### config.mk
export PLATFORM = sky130hd
export DESIGN_NAME = mem_stage
export DESIGN_NICKNAME = d
export VERILOG_FILES = /design/src/rtl/mem_stage_pkg.sv /design/src/rtl/mem_align.sv /design/src/rtl/mem_stage.sv
export SDC_FILE = /design/constraint.sdc
export NUM_CORES = 1
export LEC_CHECK = 0
export BUFFER_PORTS_ARGS = -buffer_cell sky130_fd_sc_hd__buf_2
export CORE_MARGIN = 5
export CORE_UTILIZATION = 47
export CTS_BUF_LIST = sky130_fd_sc_hd__clkbuf_16
export CTS_CLUSTER_SIZE = 30
export DETAILED_ROUTE_END_ITERATION = 7
export PLACE_DENSITY_LB_ADDON = 0.12
export RECOVER_POWER = 25
export SYNTH_ARGS = -nofsm -noshare
export SYNTH_HDL_FRONTEND = slang
export SYNTH_SLANG_ARGS = --single-unit
### constraint.sdc
create_clock -name clk -period 2.15 [get_ports clk]
set_clock_uncertainty 0.15 [all_clocks]
set_input_delay 0.215 -clock clk [delete_from_list [all_inputs] [get_ports clk]]
set_output_delay 0.215 -clock clk [all_outputs]
set_load 0.005 [all_outputs]
### src/rtl/mem_stage_pkg.sv
// Shared opcodes, state encoding and data-port command layout for the MEM stage.
// Pure declarations; no latency or flow control lives here.
package mem_stage_pkg;

   localparam logic [7:0] EXE_NOP_OP = 8'b0000_0000;
   localparam logic [7:0] EXE_ADD_OP = 8'b0010_0000;
   localparam logic [7:0] EXE_LB_OP  = 8'b1110_0000;
   localparam logic [7:0] EXE_LH_OP  = 8'b1110_0001;
   localparam logic [7:0] EXE_LW_OP  = 8'b1110_0011;
   localparam logic [7:0] EXE_LBU_OP = 8'b1110_0100;
   localparam logic [7:0] EXE_LHU_OP = 8'b1110_0101;
   localparam logic [7:0] EXE_SB_OP  = 8'b1110_1000;
   localparam logic [7:0] EXE_SH_OP  = 8'b1110_1001;
   localparam logic [7:0] EXE_SW_OP  = 8'b1110_1011;

   localparam logic [4:0]  NOPREGADDR = 5'b00000;
   localparam logic [31:0] ZEROWORD   = 32'h0000_0000;

   typedef enum logic [1:0] {
      ST_IDLE = 2'd0,
      ST_WAIT = 2'd1,
      ST_DONE = 2'd2
   } mem_state_t;

   typedef struct packed {
      logic        we;
      logic [3:0]  sel;
      logic [31:0] wdata;
      logic [31:0] addr;
   } dm_cmd_t;

endpackage

### src/rtl/mem_align.sv
// Lane steering for the data port: byte enables, store replication, load extraction.
// Purely combinational, zero latency; no flow control.
module mem_align
   import mem_stage_pkg::*;
(
   input  logic [7:0]  aluop,
   input  logic [1:0]  offset,
   input  logic [31:0] rt,
   input  logic [31:0] rdata,
   output logic        is_mem,
   output logic        is_store,
   output logic        misaligned,
   output logic [3:0]  sel,
   output logic [31:0] wdata,
   output logic [31:0] load_data
);

   logic [7:0]  byte_v;
   logic [15:0] half_v;

   // Big-endian: offset 0 is the most significant byte lane.
   always_comb begin
      byte_v = rdata[31:24];
      case (offset)
         2'd0: byte_v = rdata[31:24];
         2'd1: byte_v = rdata[23:16];
         2'd2: byte_v = rdata[15:8];
         2'd3: byte_v = rdata[7:0];
         default: byte_v = rdata[31:24];
      endcase
      half_v = offset[1] ? rdata[15:0] : rdata[31:16];
   end

   always_comb begin
      is_mem     = 1'b0;
      is_store   = 1'b0;
      misaligned = 1'b0;
      sel        = 4'b0000;
      wdata      = ZEROWORD;
      load_data  = ZEROWORD;
      case (aluop)
         EXE_LB_OP, EXE_LBU_OP: begin
            is_mem    = 1'b1;
            sel       = 4'b1000 >> offset;
            load_data = (aluop == EXE_LB_OP) ? {{24{byte_v[7]}}, byte_v} : {24'h0, byte_v};
         end
         EXE_LH_OP, EXE_LHU_OP: begin
            is_mem     = 1'b1;
            misaligned = offset[0];
            sel        = offset[1] ? 4'b0011 : 4'b1100;
            load_data  = (aluop == EXE_LH_OP) ? {{16{half_v[15]}}, half_v} : {16'h0, half_v};
         end
         EXE_LW_OP: begin
            is_mem     = 1'b1;
            misaligned = |offset;
            sel        = 4'b1111;
            load_data  = rdata;
         end
         EXE_SB_OP: begin
            is_mem   = 1'b1;
            is_store = 1'b1;
            sel      = 4'b1000 >> offset;
            wdata    = {4{rt[7:0]}};
         end
         EXE_SH_OP: begin
            is_mem     = 1'b1;
            is_store   = 1'b1;
            misaligned = offset[0];
            sel        = offset[1] ? 4'b0011 : 4'b1100;
            wdata      = {2{rt[15:0]}};
         end
         EXE_SW_OP: begin
            is_mem     = 1'b1;
            is_store   = 1'b1;
            misaligned = |offset;
            sel        = 4'b1111;
            wdata      = rt;
         end
         default: ;
      endcase
   end

endmodule

### src/rtl/mem_stage.sv
// MEM pipeline stage: ALU passthrough (0 cycles) or req/ack data access (>= 3 cycles).
// Holds the pipeline via stallreq while a transfer is pending; abandons it after ACK_TIMEOUT waits.
module mem_stage
   import mem_stage_pkg::*;
#(
   parameter int ACK_TIMEOUT = 255
) (
   input  logic        clk,
   input  logic        rst,
   input  logic [4:0]  ex_wd,
   input  logic        ex_wreg,
   input  logic [31:0] ex_wdata,
   input  logic [7:0]  ex_aluop,
   input  logic [31:0] ex_mem_addr,
   input  logic [31:0] ex_reg2,
   output logic [4:0]  mem_wd,
   output logic        mem_wreg,
   output logic [31:0] mem_wdata,
   output logic        stallreq,
   output logic        addr_err,
   output logic        bus_err,
   output logic        dm_req,
   output logic        dm_we,
   output logic [31:0] dm_addr,
   output logic [3:0]  dm_sel,
   output logic [31:0] dm_wdata,
   input  logic [31:0] dm_rdata,
   input  logic        dm_ack
);

   localparam logic [7:0] TO_LAST = 8'(ACK_TIMEOUT - 1);

   mem_state_t  state;
   logic [7:0]  cnt;
   logic        err_q;
   logic        req_q;
   logic [31:0] rbuf;
   dm_cmd_t     cmd_q;

   logic        is_mem, is_store, misaligned;
   logic [3:0]  al_sel;
   logic [31:0] al_wdata, al_load;
   logic        go;

   mem_align u_align (
      .aluop      (ex_aluop),
      .offset     (ex_mem_addr[1:0]),
      .rt         (ex_reg2),
      .rdata      (dm_rdata),
      .is_mem     (is_mem),
      .is_store   (is_store),
      .misaligned (misaligned),
      .sel        (al_sel),
      .wdata      (al_wdata),
      .load_data  (al_load)
   );

   assign go = (state == ST_IDLE) && is_mem && !misaligned;

   always_ff @(posedge clk) begin
      if (rst) begin
         state <= ST_IDLE;
         cnt   <= 8'd0;
         err_q <= 1'b0;
         req_q <= 1'b0;
         rbuf  <= ZEROWORD;
         cmd_q <= '0;
      end else begin
         case (state)
            ST_IDLE: begin
               if (go) begin
                  state       <= ST_WAIT;
                  cnt         <= 8'd0;
                  err_q       <= 1'b0;
                  req_q       <= 1'b1;
                  cmd_q.we    <= is_store;
                  cmd_q.sel   <= al_sel;
                  cmd_q.wdata <= al_wdata;
                  cmd_q.addr  <= {ex_mem_addr[31:2], 2'b00};
               end
            end
            ST_WAIT: begin
               cnt <= cnt + 8'd1;
               // An ack on the final permitted cycle still wins over the timeout.
               if (dm_ack) begin
                  rbuf  <= al_load;
                  req_q <= 1'b0;
                  state <= ST_DONE;
               end else if (cnt == TO_LAST) begin
                  err_q <= 1'b1;
                  req_q <= 1'b0;
                  state <= ST_DONE;
               end
            end
            ST_DONE: state <= ST_IDLE;
            default: state <= ST_IDLE;
         endcase
      end
   end

   always_comb begin
      mem_wd    = NOPREGADDR;
      mem_wreg  = 1'b0;
      mem_wdata = ZEROWORD;
      stallreq  = 1'b0;
      addr_err  = 1'b0;
      bus_err   = 1'b0;
      if (!rst) begin
         case (state)
            ST_IDLE: begin
               mem_wd    = ex_wd;
               mem_wdata = ex_wdata;
               mem_wreg  = ex_wreg && !is_mem;
               stallreq  = go;
               addr_err  = is_mem && misaligned;
            end
            ST_WAIT: begin
               mem_wd    = ex_wd;
               mem_wdata = ex_wdata;
               stallreq  = 1'b1;
            end
            ST_DONE: begin
               mem_wd    = ex_wd;
               mem_wdata = ex_wdata;
               bus_err   = err_q;
               if (!cmd_q.we && !err_q) begin
                  mem_wreg  = ex_wreg;
                  mem_wdata = rbuf;
               end
            end
            default: ;
         endcase
      end
   end

   assign dm_req   = req_q;
   assign dm_we    = cmd_q.we;
   assign dm_sel   = cmd_q.sel;
   assign dm_wdata = cmd_q.wdata;
   assign dm_addr  = cmd_q.addr;

endmodule

# Word level (Yosys, flattened, before mapping)
# Index checks and enable logic that the tools add are counted.
dict set report word_totals {
  register_bits 111
  latchBits 0
  mem_bits_rw 0
  romBits 0
  inputBits 145
  output_inout_bits 111
  wordCells 96
  memories 0
}
dict set report op_classes {
  add_sub_neg 1
  multipliers 0
  div_mod_pow 0
  n_lt_le_gt_ge 0
  n_eq_ne 18
  n_shift 1
  muxes 39
  bitwise_logic 0
  n_reduce_logical 28
}
# operator count
set op_table {}
lappend op_table {{$pmux 32 s3} 2}
lappend op_table {{$mux 32} 4}
lappend op_table {{$eq 8x8->1 const B} 9}
lappend op_table {{$pmux 32 s2} 1}
lappend op_table {{$pmux 8 s4} 1}
lappend op_table {{$mux 16} 1}
lappend op_table {{$pmux 8 s2} 1}
lappend op_table {{$mux 1} 15}
lappend op_table {{$pmux 4 s3} 1}
lappend op_table {{$reduce_or 3->1} 4}
lappend op_table {{$mux 5} 2}
lappend op_table {{$pmux 1 s2} 5}
lappend op_table {{$reduce_or 2->1} 5}
lappend op_table {{$add 8x1->8 const B} 1}
lappend op_table {{$mux 8} 1}
lappend op_table {{$reduce_and 2->1} 4}
lappend op_table {{$reduce_or 8->1} 1}
lappend op_table {{$eq 2x2->1 const B} 3}
lappend op_table {{$mux 2} 3}
lappend op_table {{$ne 2x2->1 const B} 3}
lappend op_table {{$logic_and 1x1->1} 5}
lappend op_table {{$eq 2x1->1 const B} 2}
lappend op_table {{$logic_not 1->1} 4}
lappend op_table {{$logic_not 2->1} 2}
lappend op_table {{other kinds (7)} 7}

# Depth between registers and ports, before layout
# Gate-level depths: netlist of run 1.
dict set report depth {
  word_depth 7
  mapped_depth 9
  depth_no_buf 7
}

# Cells and area by module
# A second synthesis of run 1 with hierarchy kept.
dict set report unflattened {
  hier_cells 740
  hier_area_um2 5934.4
}
# module instances cells_each area_each_um2 seq_area_each_um2
set modules_own_cells {}
lappend modules_own_cells {mem_stage 1 586 4505.6 2222.1}
lappend modules_own_cells {mem_align 1 154 1428.9 0.0}

# Worst setup path before layout of run 1
# No wires, ideal clock.
dict set report synth_path {
  path_type {reg-to-output}
  start {reg state[1]}
  end {out mem_wdata[11]}
  t_arrival_ns 1.395
  t_required_ns 1.785
  setup_slack_ns 0.390
  path_stages_with_launch 6
  n_path_buf 2
  path_cell_list {dfxtp_1 -> buf_2 -> nor4b_2 -> clkbuf_1 -> a22oi_1 -> nor2_1}
}
dict set report synth_between {
  elab_chain_cells 4
  word_cells_on_any_way 6
  classes_between {eq/ne (2); mux (2); reduce/logical (2)}
}
# element line
set synth_lines {}
lappend synth_lines {{from (decl)} mem_stage.sv:33} ;# mem_state_t state;
lappend synth_lines {{from (signal assigned)} mem_stage.sv:62} ;# state <= ST_IDLE;
lappend synth_lines {{from (signal assigned)} mem_stage.sv:72} ;# state <= ST_WAIT;
lappend synth_lines {{from (signal assigned)} mem_stage.sv:88} ;# state <= ST_DONE;
lappend synth_lines {{$eq 2x1->1 / $logic_not 2->1 (equally long branches)} mem_stage.sv:109} ;# case (state)
lappend synth_lines {{$reduce_or 2->1 (no line)} --}
lappend synth_lines {{$pmux 32 s2 *} mem_stage.sv:109}
lappend synth_lines {{$mux 32 *} mem_stage.sv:108} ;# if (!rst) begin
lappend synth_lines {{to (decl)} mem_stage.sv:18} ;# output logic [31:0] mem_wdata,
# Mark *: on every way between the ends. The rest lies on a longest branch, timed or not.

# Worst setup path in the final report of run 1
dict set report layout_path {
  start {reg state[0]}
  end {out mem_wreg}
}
dict set report layout_between {
  elab_chain_cells 3
  word_cells_on_any_way 4
  classes_between {eq/ne (1); mux (2); reduce/logical (1)}
}
# element line
set layout_lines {}
lappend layout_lines {{$eq 2x2->1 / $logic_not 2->1 (equally long branches)} mem_stage.sv:109}
lappend layout_lines {{$pmux 1 s2 *} mem_stage.sv:109}
lappend layout_lines {{$mux 1 *} mem_stage.sv:108}
lappend layout_lines {{to (decl)} mem_stage.sv:17} ;# output logic mem_wreg,
# Marked as above.

==> flow_summary.rst, run 1 <==
.. list-table::
   :header-rows: 1

   * - Metric
     - Value
   * - Run status
     - complete, no violations
   * - Maximum fanout along the worst path
     - 10
   * - Post-synth top area share
     - between 30% and 40%
   * - Power share of the sequential group
     - about half
   * - Port Buffer Count
     - roughly 250
   * - Worst voltage drop across the vdd grid
     - 0.364 mV
   * - Sequential fraction of the synthesis area
     - between 30% and 40%
   * - Detailed-route DRC error count
     - 0
   * - Number of antenna diodes
     - 0
   * - Number of warnings reported in the yosys synthesis log
     - 0
   * - Compound-cell area share of the yosys netlist
     - roughly 27%
   * - Worst hold slack
     - ~6.6 ps
   * - Layout overhead on the synthesized area
     - 34.7%
   * - Unrepaired setup endpoints after global routing
     - true
   * - Post-synthesis sequential element count
     - about 110
   * - Final hold vios
     - 0
   * - Sw frac
     - approximately 26%
   * - Most used flip-flop cell after synthesis
     - sky130_fd_sc_hd__dfxtp_1
   * - Switching component of the power
     - between 1 and 1.5 mW
   * - Total power
     - 4.19 mW
   * - 1st-pass router iterations
     - 5
   * - Part of the total power dissipated in combinational logic
     - between 10% and 20%
   * - Synthesized-area fraction occupied by xor and xnor cells
     - 0%
   * - Crit path capture type
     - output port
   * - Setup Crit Path Kind
     - flip-flop to output port
   * - Final number of setup-violating endpoints
     - 0
   * - Max-cap violations
     - 0
   * - Dominant combinational cell family by area after synthesis
     - compound AO/OA/AOI/OAI gates
   * - Num ports
     - approximately 260
   * - Cell variety after synth
     - 61
   * - Post-synth EDFFs
     - 0
   * - Number of DRC markers after the initial detailed-route iteration
     - around 400
   * - Portion of netlist area occupied by mux cells
     - a little under 4%
   * - Die Width
     - about 120 um
   * - Die Y
     - 119 um
   * - Area used by multi-input combinational logic
     - 3080 um^2
   * - Syn Area/Cell
     - about 8 um^2
   * - Register clock-pin slew on the reported worst setup and hold paths
     - around 80 ps
   * - Post-Synthesis Cells
     - 701
   * - Proportion of register bits with asynchronous set or reset after synthesis
     - 0%
   * - Commonest cells in the netlist
     - sky130_fd_sc_hd__nand2_1 (112), sky130_fd_sc_hd__dfxtp_1 (111), sky130_fd_sc_hd__a21oi_1 (92)
   * - Ratio of total power to cell area
     - between 500 and 600 nW/um^2
   * - Combined flip-flop and latch cell area
     - roughly 2200 um^2
   * - Overall overflow remaining after global route
     - 0
   * - Post-route clock period utilization
     - a little under 100%
   * - Most repeated cell in the gate-level netlist after synthesis
     - sky130_fd_sc_hd__nand2_1
   * - Post-synthesis simple-gate area fraction
     - 22.3%
   * - Static leakage
     - between 3 and 4 nW
   * - Post-placement setup slack
     - ~8.4 ps
   * - Internal Pwr Total
     - between 3 and 4 mW
   * - Initial core utilization
     - 48.4%
   * - CTS sink count
     - between 100 and 150
   * - Number of core rows
     - 39
   * - CTS buffer count
     - 9
   * - Global Route Usage Sum
     - about a quarter
   * - Tightest Pin Transition
     - 845 ps
   * - Layout cell share with drive strength beyond 1
     - between 20% and 30%
   * - Path type of the worst min-delay path
     - primary input to flip-flop
   * - CORE AREA
     - between 10000 and 15000 um^2
   * - First-pass GRT wire length
     - between 30 and 40 mm
   * - Synthesized cell area
     - approximately 5600 um^2
   * - Pins Over Slew Limit
     - 0
   * - Slack of the critical path
     - 32.2 ps
   * - Die Area
     - around 14000 um^2
   * - Critical path data arrival time
     - 1750 ps
   * - Number of H-tree branching levels
     - 3
   * - Final GP Congestion
     - around 0.96
   * - Clock buffer depth
     - 2
   * - Detailed Route WL
     - slightly below 20 mm
   * - Via count of the first global-routing pass
     - ~6.0k
   * - Final min period
     - ~2100 ps
   * - Cell types with the largest area share after synthesis
     - sky130_fd_sc_hd__dfxtp_1 (40%), sky130_fd_sc_hd__a21oi_1 (8.2%), sky130_fd_sc_hd__nand2_1 (7.5%), sky130_fd_sc_hd__a22oi_1 (6.0%), sky130_fd_sc_hd__a22o_1 (3.9%)
   * - Antenna viol nets, final
     - 0
   * - Fillers
     - between 1k and 1.5k
   * - Clk Latency, worst-skew pair
     - roughly 350 ps
   * - Required time at the endpoint of the critical path
     - approximately 1800 ps
   * - Clock root buffer
     - sky130_fd_sc_hd__clkbuf_16
   * - Largest net degree at the start of global routing
     - 85
   * - Startpoint kind of the worst setup timing path
     - flip-flop
   * - CTS tree
     - done
   * - Via count normalized by instance count
     - 5.64
   * - R2R setup slack
     - around 270 ps
   * - Antenna violations before repair
     - 0
   * - Via count
     - a little over 6k
   * - Fraction of power consumed by the clock network
     - between 30% and 40%
   * - HPWL after detailed placement
     - 14.1 mm
   * - Arithmetic-cell share of the synthesized area counting full adders, half adders and majority gates
     - 0.447%
   * - Headroom to the max-slew limit
     - 43.7%
   * - Upper clock frequency limit
     - between 400 and 500 MHz
   * - Library cell occupying the most area in the post-synthesis netlist
     - sky130_fd_sc_hd__dfxtp_1
   * - Nets@finish
     - 1104
   * - Detailed-route wire length per cell
     - between 15 and 20 um
[registers in the layout, summed over array words and instances, names as in the netlist]
name      cells
dm_sel        4
dm_req        1
err_q         1
dm_we         1
state         2
dm_addr      30
cnt           8
rbuf         32
dm_wdata     32
[worst paths after layout]
| kind | cells past startpoint | endpoint | start |
|---|---|---|---|
| worst min register to register | 2 | dm_addr[25] | dm_addr[25] |
| worst max-delay path | 5 | mem_wreg | state[0] |
| worst min-delay path | 3 | dm_wdata[3] | ex_reg2[3] |
| worst max register to register | 4 | rbuf[7] | state[0] |
[layout by cell type, fill, tap and decap left out, types with 3 or more instances in the layout]
master                          Yosys  final
sky130_fd_sc_hd__buf_2             20    215
sky130_fd_sc_hd__nand2_1          112    112
sky130_fd_sc_hd__dfxtp_1          111    109
sky130_fd_sc_hd__a21oi_1           92     92
sky130_fd_sc_hd__nor2_1            52     52
sky130_fd_sc_hd__a22oi_1           45     45
sky130_fd_sc_hd__nand3_1           43     42
sky130_fd_sc_hd__clkbuf_1          34     37
sky130_fd_sc_hd__dlygate4sd3_1      0     31
sky130_fd_sc_hd__a22o_1            25     25
sky130_fd_sc_hd__buf_4              5     20
sky130_fd_sc_hd__o21bai_1          16     16
sky130_fd_sc_hd__o21ai_0           15     15
sky130_fd_sc_hd__o22ai_1            9      9
sky130_fd_sc_hd__mux2i_1            9      9
sky130_fd_sc_hd__clkbuf_16          0      9
sky130_fd_sc_hd__and2_1             9      8
sky130_fd_sc_hd__and3_1             9      8
sky130_fd_sc_hd__nor3_1             7      7
sky130_fd_sc_hd__a31oi_1            7      7
sky130_fd_sc_hd__mux2_2             7      7
sky130_fd_sc_hd__a221oi_1           6      6
sky130_fd_sc_hd__a211oi_1           6      6
sky130_fd_sc_hd__inv_1              3      4
sky130_fd_sc_hd__o21ai_1            4      3
sky130_fd_sc_hd__and4_1             3      3
sky130_fd_sc_hd__nand4_1            3      3
sky130_fd_sc_hd__buf_6              6      3
sky130_fd_sc_hd__buf_12             0      3
[layout make-up]
| cell class | instances | share of cell area [%] |
|---|---|---|
| multi-input cells | 521 | 40.8 |
| flip-flops and latches | 111 | 29.5 |
| repair buffers | 309 | 23.5 |
| clock buffers | 9 | 2.99 |
| well taps | 143 | 2.37 |
| clock inverters | 7 | 0.647 |
| inverters | 5 | 0.249 |
[worst max-delay path, cell delays in order, from the launching register on]
cell                      delay, ps
sky130_fd_sc_hd__dfxtp_2        410
sky130_fd_sc_hd__nor4b_4        400
sky130_fd_sc_hd__buf_6          200
sky130_fd_sc_hd__a21oi_1         80
sky130_fd_sc_hd__nor3b_1        180
sky130_fd_sc_hd__buf_2          140
[metrics by stage]
stage,instances,util (%),TNS (ps),instance area [um^2]
after detailed placement,1055,60.0,0,6940
after global placement,1055,60.0,0,6940
after CTS,1102,65.2,0,7540
final,1105,65.2,0,7540
after global routing,1105,65.2,-11.1,7540
after floorplan,702,-,0,5610
[timing repair]
item	4_1_cts	5_1_grt
setup endpoints to repair	43	53
setup buffers	0	1
hold endpoints to repair	31	0
cloned	0	2
hold buffers	31	0
resized for setup	4	13
pin swaps	0	1
[routing by layer]
layer | vias up | part of all wire, % | track usage (%)
met2 | 280 | 47 | 42.4
li1 | 3042 | - | -
met5 | - | 0 | 0
met3 | 32 | 8.6 | 6.26
met1 | 2881 | 42 | 35.1
met4 | 0 | 2.0 | 8.18
[power by group through the flow]
stage | Combinational, mW | Sequential [mW] | Clock, mW
after floorplan | 0.240 | 2.11 | 0
after global placement | 0.489 | 2.11 | 0
after detailed placement | 0.496 | 2.11 | 0
after CTS | 0.542 | 2.07 | 1.61
after global routing | 0.600 | 2.07 | 1.69
final | 0.550 | 2.07 | 1.57
[kinds of logic after synthesis]
group | after synthesis
simple gates | 263
flops | 111
other cells | 1
mux | 18
compound gates | 236
fa+ha+maj | 2
buf+inv | 70
Power figures use the tool's default switching activity.
==> run 2: changes to the inputs <==
Settings changed: ABC_AREA set to 1, CORE_UTILIZATION 47 to 48.
==> run 2 against run 1 <==
Total power rose by 0.70%. First-iteration DRC count rose by 53%. Die area rose by 4.3%. Sequential power barely moved. Combinational power fell by 3%. Clock power rose by 3%. Fmax rose by 0.25%. Critical path depth rose by 2. Synthesized cell count rose by 31%. Sequential share of layout area fell by 2.2 points. Critical path type unchanged. Largest power group unchanged. Highest routed layer unchanged.
==> flow_summary.rst, run 2 <==
.. list-table::
   :header-rows: 1

   * - Metric
     - Value
   * - Final min period
     - 2110 ps (was 2120 ps)
   * - Crit path capture type
     - output port (unchanged)
   * - CORE AREA
     - 12100 um^2 (was 11600 um^2)
   * - Most common library cell in the layout ignoring fill and taps
     - sky130_fd_sc_hd__nand2_1 (was sky130_fd_sc_hd__buf_2)
   * - Register clock-pin slew on the reported worst setup and hold paths
     - 80 ps (about the same)
   * - HPWL after detailed placement
     - 14.7 mm (was 14.1 mm)
   * - Sequential fraction of the synthesis area
     - 37.1% (was 39.7%)
   * - Unrepaired setup endpoints after global routing
     - true (unchanged)
   * - Die Y
     - 122 um (was 119 um)
   * - Launching element of the worst setup path
     - dm_we (was state[0])
   * - Syn Area/Cell
     - 6.51 um^2 (was 7.99 um^2)
   * - Placed cells
     - 1313 (was 1055)
   * - Total power
     - 4.22 mW (was 4.19 mW)
   * - CTS buffer count
     - 9 (unchanged)
   * - Run status
     - complete, no violations (unchanged)
   * - Static leakage
     - 3.68 nW (was 3.15 nW)
   * - Antenna viol nets, final
     - 0 (unchanged)
   * - Detailed Route WL
     - 20.8 mm (was 19.5 mm)
   * - Library cell occupying the most area in the post-synthesis netlist
     - sky130_fd_sc_hd__dfxtp_1 (unchanged)
   * - Final hold vios
     - 0 (unchanged)
   * - Post-route clock period utilization
     - 98.3% (was 98.5%)
   * - Clock root buffer
     - sky130_fd_sc_hd__clkbuf_16 (unchanged)
   * - Tightest Pin Transition
     - 511 ps (was 845 ps)
   * - Final number of setup-violating endpoints
     - 0 (unchanged)
   * - First-pass GRT wire length
     - 32.0 mm (was 30.8 mm)
   * - FF-to-FF End
     - rbuf[26] (was rbuf[7])
   * - Critical path data arrival time
     - 1750 ps (about the same)
   * - Nets@finish
     - 1343 (was 1104)
   * - Post-synth top area share
     - 37.1% (was 39.7%)
   * - 1st-pass router iterations
     - 5 (unchanged)
   * - CTS tree
     - done (unchanged)
   * - Most repeated cell in the gate-level netlist after synthesis
     - sky130_fd_sc_hd__nand2_1 (unchanged)
   * - Die Width
     - 122 um (was 119 um)
   * - R2R setup slack
     - 180 ps (was 270 ps)
   * - Initial core utilization
     - 49.5% (was 48.4%)
   * - Clock buffer depth
     - 2 (unchanged)
   * - Layout cell share with drive strength beyond 1
     - 25.6% (was 29.7%)
   * - Number of warnings reported in the yosys synthesis log
     - 0 (unchanged)
   * - Fillers
     - 1185 (was 1068)
   * - Number of DRC markers after the initial detailed-route iteration
     - 617 (was 403)
   * - Combined flip-flop and latch cell area
     - 2230 um^2 (about the same)
   * - Final GP Congestion
     - 0.921 (was 0.963)
   * - Number of cells on the worst reg-to-reg path
     - 7 (was 4)
   * - Post-synth EDFFs
     - 0 (unchanged)
   * - Commonest cells in the netlist
     - sky130_fd_sc_hd__nand2_1 (258), sky130_fd_sc_hd__a21oi_1 (121), sky130_fd_sc_hd__dfxtp_1 (111) (was sky130_fd_sc_hd__nand2_1 (112), sky130_fd_sc_hd__dfxtp_1 (111), sky130_fd_sc_hd__a21oi_1 (92))
   * - Top library cells by usage in the layout, fill and taps aside
     - sky130_fd_sc_hd__nand2_1 (257), sky130_fd_sc_hd__buf_2 (217), sky130_fd_sc_hd__a21oi_1 (121) (was sky130_fd_sc_hd__buf_2 (215), sky130_fd_sc_hd__nand2_1 (112), sky130_fd_sc_hd__dfxtp_1 (109))
   * - Post-Route Utilization
     - 67.3% (was 65.2%)
   * - Overall overflow remaining after global route
     - 0 (unchanged)
   * - Headroom to the max-slew limit
     - 65.7% (was 43.7%)
   * - Ratio of total power to cell area
     - 518 nW/um^2 (was 555 nW/um^2)
   * - Cell types with the largest area share after synthesis
     - sky130_fd_sc_hd__dfxtp_1 (37%), sky130_fd_sc_hd__nand2_1 (16%), sky130_fd_sc_hd__a21oi_1 (10%), sky130_fd_sc_hd__nand3_1 (8.4%), sky130_fd_sc_hd__nor2_1 (4.7%) (was sky130_fd_sc_hd__dfxtp_1 (40%), sky130_fd_sc_hd__a21oi_1 (8.2%), sky130_fd_sc_hd__nand2_1 (7.5%), sky130_fd_sc_hd__a22oi_1 (6.0%), sky130_fd_sc_hd__a22o_1 (3.9%))
   * - Area used by multi-input combinational logic
     - 3310 um^2 (was 3080 um^2)
   * - Setup Crit Path Kind
     - flip-flop to output port (unchanged)
   * - Number of H-tree branching levels
     - 3 (unchanged)
   * - Path type of the worst min-delay path
     - primary input to flip-flop (unchanged)
   * - Detailed-route wire length per cell
     - 15.2 um (was 17.7 um)
   * - Startpoint kind of the worst setup timing path
     - flip-flop (unchanged)
   * - Maximum fanout along the worst path
     - 8 (was 10)
   * - Global Route Usage Sum
     - 26.5% (was 26.3%)
   * - Post-route non-filler standard cell count
     - 1370 (was 1105)
   * - Post-Synthesis Cells
     - 920 (was 701)
   * - Cell variety after synth
     - 34 (was 61)
   * - Clk Latency, worst-skew pair
     - 350 ps (about the same)
   * - Post-synthesis sequential element count
     - 111 (unchanged)
   * - Number of core rows
     - 40 (was 39)
   * - Layout overhead on the synthesized area
     - 36.0% (was 34.7%)
   * - Required time at the endpoint of the critical path
     - 1780 ps (about the same)
   * - Worst voltage drop across the vdd grid
     - 0.400 mV (was 0.364 mV)
   * - Port Buffer Count
     - 253 (unchanged)
   * - Startpoint of the worst register-to-register path
     - state[0] (unchanged)
   * - Max-cap violations
     - 0 (unchanged)
   * - Via count normalized by instance count
     - 5.34 (was 5.64)
   * - Pins Over Slew Limit
     - 0 (unchanged)
   * - Setup crit end
     - mem_wdata[12] (was mem_wreg)
   * - Antenna violations before repair
     - 0 (unchanged)
   * - Largest net degree at the start of global routing
     - 43 (was 85)
   * - Upper clock frequency limit
     - 473 MHz (was 472 MHz)
   * - Synthesized cell area
     - 5990 um^2 (was 5600 um^2)
   * - Num ports
     - 256 (unchanged)
   * - Proportion of register bits with asynchronous set or reset after synthesis
     - 0% (unchanged)
   * - Via count
     - 7319 (was 6235)
   * - Most used flip-flop cell after synthesis
     - sky130_fd_sc_hd__dfxtp_1 (unchanged)
   * - Die Area
     - 14800 um^2 (was 14200 um^2)
   * - Via count of the first global-routing pass
     - 6631 (was 6025)
   * - CTS sink count
     - 111 (unchanged)
   * - Detailed-route DRC error count
     - 0 (unchanged)
==> run 2: final cells by class <==
cell class | count | area share, %
Multi-Input combinational cell | 692 | 40.7
Sequential cell | 111 | 27.3
Timing Repair Buffer | 328 | 23.4
Clock buffer | 9 | 2.76
Tap cell | 168 | 2.58
Inverter | 54 | 2.53
Clock inverter | 7 | 0.676
Antenna cell | 1 | 0.0307
==> run 2: per-layer routing <==
metal  vias to the layer above  routed length, um  GRT usage, %
met3                        25               1780          4.83
met5                         -                  0             0
li1                       3637                  -             -
met2                       315               9550          43.3
met4                         0                300          7.14
met1                      3342               9210          36.1
==> run 2: how the worst min path moves through the flow <==
stage / from / endpoint / slack, ps / depth (start not counted)
6_report: dm_rdata[17] / rbuf[1] / 9 / 3
5_1_grt: dm_rdata[16] / rbuf[0] / 20 / 3
4_1_cts: dm_rdata[17] / rbuf[1] / 0.1 / 3
3_5_place_dp: dm_wdata[2] / dm_wdata[2] / 300 / 2
3_3_place_gp: dm_addr[25] / dm_addr[25] / 300 / 2
2_1_floorplan: ex_mem_addr[12] / dm_addr[12] / 210 / 2
==> run 2: where the power goes <==
group          switching, mW  total [mW]  internal [mW]  leakage, nW
registers            0.00771        2.07           2.06        0.896
logic                  0.284       0.534          0.249         2.64
clock network          0.811        1.61          0.802        0.140
total                   1.10        4.22           3.12         3.68
==> run 2: cells by family (layout without fill, tap and decap cells) <==
group | after synthesis | after routing | synth area share (%)
and+or+nand+nor | 454 | 454 | 31.9
other | 1 | 3 | 0.0626
buffers and inverters | 118 | 398 | 8.79
AOI/OAI and AO/OA | 234 | 234 | 21.7
DFF | 111 | 111 | 37.1
adders and majority gates | 2 | 2 | 0.418
==> run 2: what timing repair did <==
action / in CTS / in global routing
hold buffers: 34 / 0
gates resized for setup: 4 / 22
endpoints found under the hold margin: 34 / 0
gates cloned: 0 / 3
setup endpoints to repair: 25 / 33
pin swaps: 0 / 5
setup buffers: 2 / 1
==> run 2: through the flow <==
step / setup TNS, ps / setup slack [ps] / hold WS (ps) / area, um^2
after global routing: -590 / -46.6 / 19.0 / 8150
after CTS: 0 / 10.8 / 0.138 / 8090
after floorplan: 0 / 410 / 208 / 5990
final: 0 / 37.5 / 9.01 / 8150
after detailed placement: 0 / 153 / 302 / 7440
after global placement: 0 / 187 / 299 / 7440
==> run 2: critical path: stages, from the launching register on <==
cell and delay [ps]:
sky130_fd_sc_hd__dfxtp_2 340, sky130_fd_sc_hd__nor2_4 120, sky130_fd_sc_hd__inv_2 60, sky130_fd_sc_hd__nor3_4 350, sky130_fd_sc_hd__buf_4 240, sky130_fd_sc_hd__a22oi_1 70, sky130_fd_sc_hd__nor2_1 90, sky130_fd_sc_hd__buf_2 120
==> run 3: changes to the inputs <==
Settings changed: CORE_MARGIN 5 to 3.
==> run 3 against run 2 <==
Utilization down 0.34 points. Largest cell class unchanged. Sequential power about the same. Critical path type unchanged. Global-route usage up 0.11 points.
==> flow_summary.rst, run 3 (synthesis gave the netlist of run 2 again) <==
.. list-table::
   :header-rows: 1

   * - Metric
     - Value
   * - Via count normalized by instance count
     - 5.29 (was 5.34)
   * - Register clock-pin slew on the reported worst setup and hold paths
     - 80 ps (about the same)
   * - Top library cells by usage in the layout, fill and taps aside
     - sky130_fd_sc_hd__nand2_1 (257), sky130_fd_sc_hd__buf_2 (221), sky130_fd_sc_hd__a21oi_1 (121) (was sky130_fd_sc_hd__nand2_1 (257), sky130_fd_sc_hd__buf_2 (217), sky130_fd_sc_hd__a21oi_1 (121))
   * - Via count
     - 7205 (was 7319)
   * - Die Area
     - 13900 um^2 (was 14800 um^2)
   * - Detailed Route WL
     - 19.7 mm (was 20.8 mm)
   * - HPWL after detailed placement
     - 13.5 mm (was 14.7 mm)
   * - Layout cell share with drive strength beyond 1
     - 25.4% (was 25.6%)
   * - Fillers
     - 1154 (was 1185)
   * - Num ports
     - 256 (unchanged)
   * - Crit path capture type
     - output port (unchanged)
   * - Post-route clock period utilization
     - 96.9% (was 98.3%)
   * - Headroom to the max-slew limit
     - 63.8% (was 65.7%)
   * - Global Route Usage Sum
     - 26.6% (was 26.5%)
   * - Startpoint kind of the worst setup timing path
     - flip-flop (unchanged)
   * - Number of DRC markers after the initial detailed-route iteration
     - 662 (was 617)
   * - Die Y
     - 118 um (was 122 um)
   * - Number of core rows
     - 40 (unchanged)
   * - Antenna violations before repair
     - 0 (unchanged)
   * - Nets@finish
     - 1337 (was 1343)
   * - Path type of the worst min-delay path
     - primary input to flip-flop (unchanged)
   * - Overall overflow remaining after global route
     - 0 (unchanged)
   * - Detailed-route wire length per cell
     - 14.5 um (was 15.2 um)
   * - Capture endpoint of the worst hold path
     - rbuf[6] (was rbuf[1])
   * - Detailed-route DRC error count
     - 0 (unchanged)
   * - Number of H-tree branching levels
     - 3 (unchanged)
   * - Unrepaired setup endpoints after global routing
     - true (unchanged)
   * - Required time at the endpoint of the critical path
     - 1780 ps (about the same)
   * - Post-Route Utilization
     - 66.9% (was 67.3%)
   * - First-pass GRT wire length
     - 31.1 mm (was 32.0 mm)
   * - Maximum fanout along the worst path
     - 10 (was 8)
   * - Final number of setup-violating endpoints
     - 0 (unchanged)
   * - CTS tree
     - done (unchanged)
   * - Port Buffer Count
     - 253 (unchanged)
   * - Critical path data arrival time
     - 1720 ps (was 1750 ps)
   * - Setup Crit Path Kind
     - flip-flop to output port (unchanged)
   * - Upper clock frequency limit
     - 480 MHz (was 473 MHz)
   * - Number of antenna diodes
     - 0 (was 1)
   * - Die Width
     - 118 um (was 122 um)
   * - Via count of the first global-routing pass
     - 6328 (was 6631)
   * - Number of stages on the worst hold path
     - 3 (unchanged)
   * - CORE AREA
     - 12100 um^2 (unchanged)
   * - Post-route non-filler standard cell count
     - 1363 (was 1370)
   * - Run status
     - complete, no violations (unchanged)
   * - Number of cells on the worst reg-to-reg path
     - 8 (was 7)
   * - Final min period
     - 2080 ps (was 2110 ps)
   * - Clock root buffer
     - sky130_fd_sc_hd__clkbuf_16 (unchanged)
   * - CTS sink count
     - 111 (unchanged)
   * - CTS buffer count
     - 9 (unchanged)
   * - Max-cap violations
     - 0 (unchanged)
   * - Placed cells
     - 1311 (was 1313)
   * - Ratio of total power to cell area
     - 535 nW/um^2 (was 518 nW/um^2)
   * - Tightest Pin Transition
     - 541 ps (was 511 ps)
   * - Pins Over Slew Limit
     - 0 (unchanged)
   * - Total power
     - 4.34 mW (was 4.22 mW)
   * - Final GP Congestion
     - 0.939 (was 0.921)
   * - Launch instance of the worst min-delay path
     - dm_rdata[6] (was dm_rdata[17])
   * - R2R setup slack
     - 220 ps (was 180 ps)
   * - Static leakage
     - 3.69 nW (was 3.68 nW)
   * - Worst voltage drop across the vdd grid
     - 0.533 mV (was 0.400 mV)
   * - Startpoint of the worst register-to-register path
     - state[0] (unchanged)
   * - 1st-pass router iterations
     - 5 (unchanged)
   * - Clock buffer depth
     - 2 (unchanged)
   * - Antenna viol nets, final
     - 0 (unchanged)
   * - Final hold vios
     - 0 (unchanged)
   * - Largest net degree at the start of global routing
     - 127 (was 43)
   * - Layout overhead on the synthesized area
     - 35.3% (was 36.0%)
   * - FF-to-FF End
     - rbuf[3] (was rbuf[26])
   * - Most common library cell in the layout ignoring fill and taps
     - sky130_fd_sc_hd__nand2_1 (unchanged)
   * - Initial core utilization
     - 49.5% (unchanged)
   * - Clk Latency, worst-skew pair
     - 340 ps (was 350 ps)
## run 3: changes by cell type in the layout (fill, tap and decap cells not counted), moves of 3 or more
cell,delta
sky130_fd_sc_hd__a22oi_1,+3
sky130_fd_sc_hd__a22oi_2,-3
sky130_fd_sc_hd__buf_2,+4
sky130_fd_sc_hd__buf_4,-4
sky130_fd_sc_hd__clkbuf_1,-7
## run 3: cell type report
class	count	area (um^2)	area share, %
tap	168	210	2.59
clock buffer	9	225	2.78
clock inverter	7	88.8	1.10
sequential	111	2230	27.5
multi-input combinational	692	3280	40.4
inverter	54	206	2.55
timing repair buffer	322	1870	23.1
## run 3: through the flow
step	setup TNS, ps	setup slack (ps)	area, um^2	hold WS, ps
6_report	0	66.9	8110	11.6
5_1_grt	-390	-50.7	8110	21.2
4_1_cts	0	3.38	8070	1.78
3_5_place_dp	0	58.5	7430	302
3_3_place_gp	0	83.4	7430	298
2_1_floorplan	0	410	5990	208
## run 3: where the power goes
group / internal (mW) / total, mW / switching [mW]
clock: 0.850 / 1.74 / 0.891
sequential: 2.07 / 2.07 / 0.00753
combinational: 0.246 / 0.525 / 0.280
## run 3: worst max-delay path: stages (launching register included)
cell,delay [ps]
sky130_fd_sc_hd__dfxtp_2,380
sky130_fd_sc_hd__nor2_4,60
sky130_fd_sc_hd__buf_4,170
sky130_fd_sc_hd__o21ai_4,200
sky130_fd_sc_hd__buf_6,180
sky130_fd_sc_hd__a21oi_1,60
sky130_fd_sc_hd__a211oi_1,170
sky130_fd_sc_hd__buf_2,150
## run 3: worst max path at each step
stage	from	end	slack [ps]	cells past startpoint
after floorplan	dm_we	mem_wdata[1]	410	6
after global placement	ex_aluop[4]	stallreq	80	9
after detailed placement	ex_aluop[4]	cnt[3]	60	11
after CTS	dm_we	mem_wdata[30]	3	7
after global routing	state[1]	mem_wdata[29]	-50	6
final	dm_we	mem_wdata[30]	70	7
## run 3: routing by layer
layer  up-vias  GRT usage [%]  routed length, um
met5         -              0                  0
met3        29           6.25               1820
met2       340           41.7               8790
met1      3212           37.3               8810
li1       3624              -                  -
met4         0           6.37                305
## run 3: timing repair
item | in CTS | in global routing
gates cloned | 0 | 2
endpoints found under the hold margin | 32 | 0
resized for setup | 2 | 15
setup endpoints to repair | 15 | 34
buffers inserted | 0 | 2
pin swaps | 0 | 2
hold buffers | 32 | 0
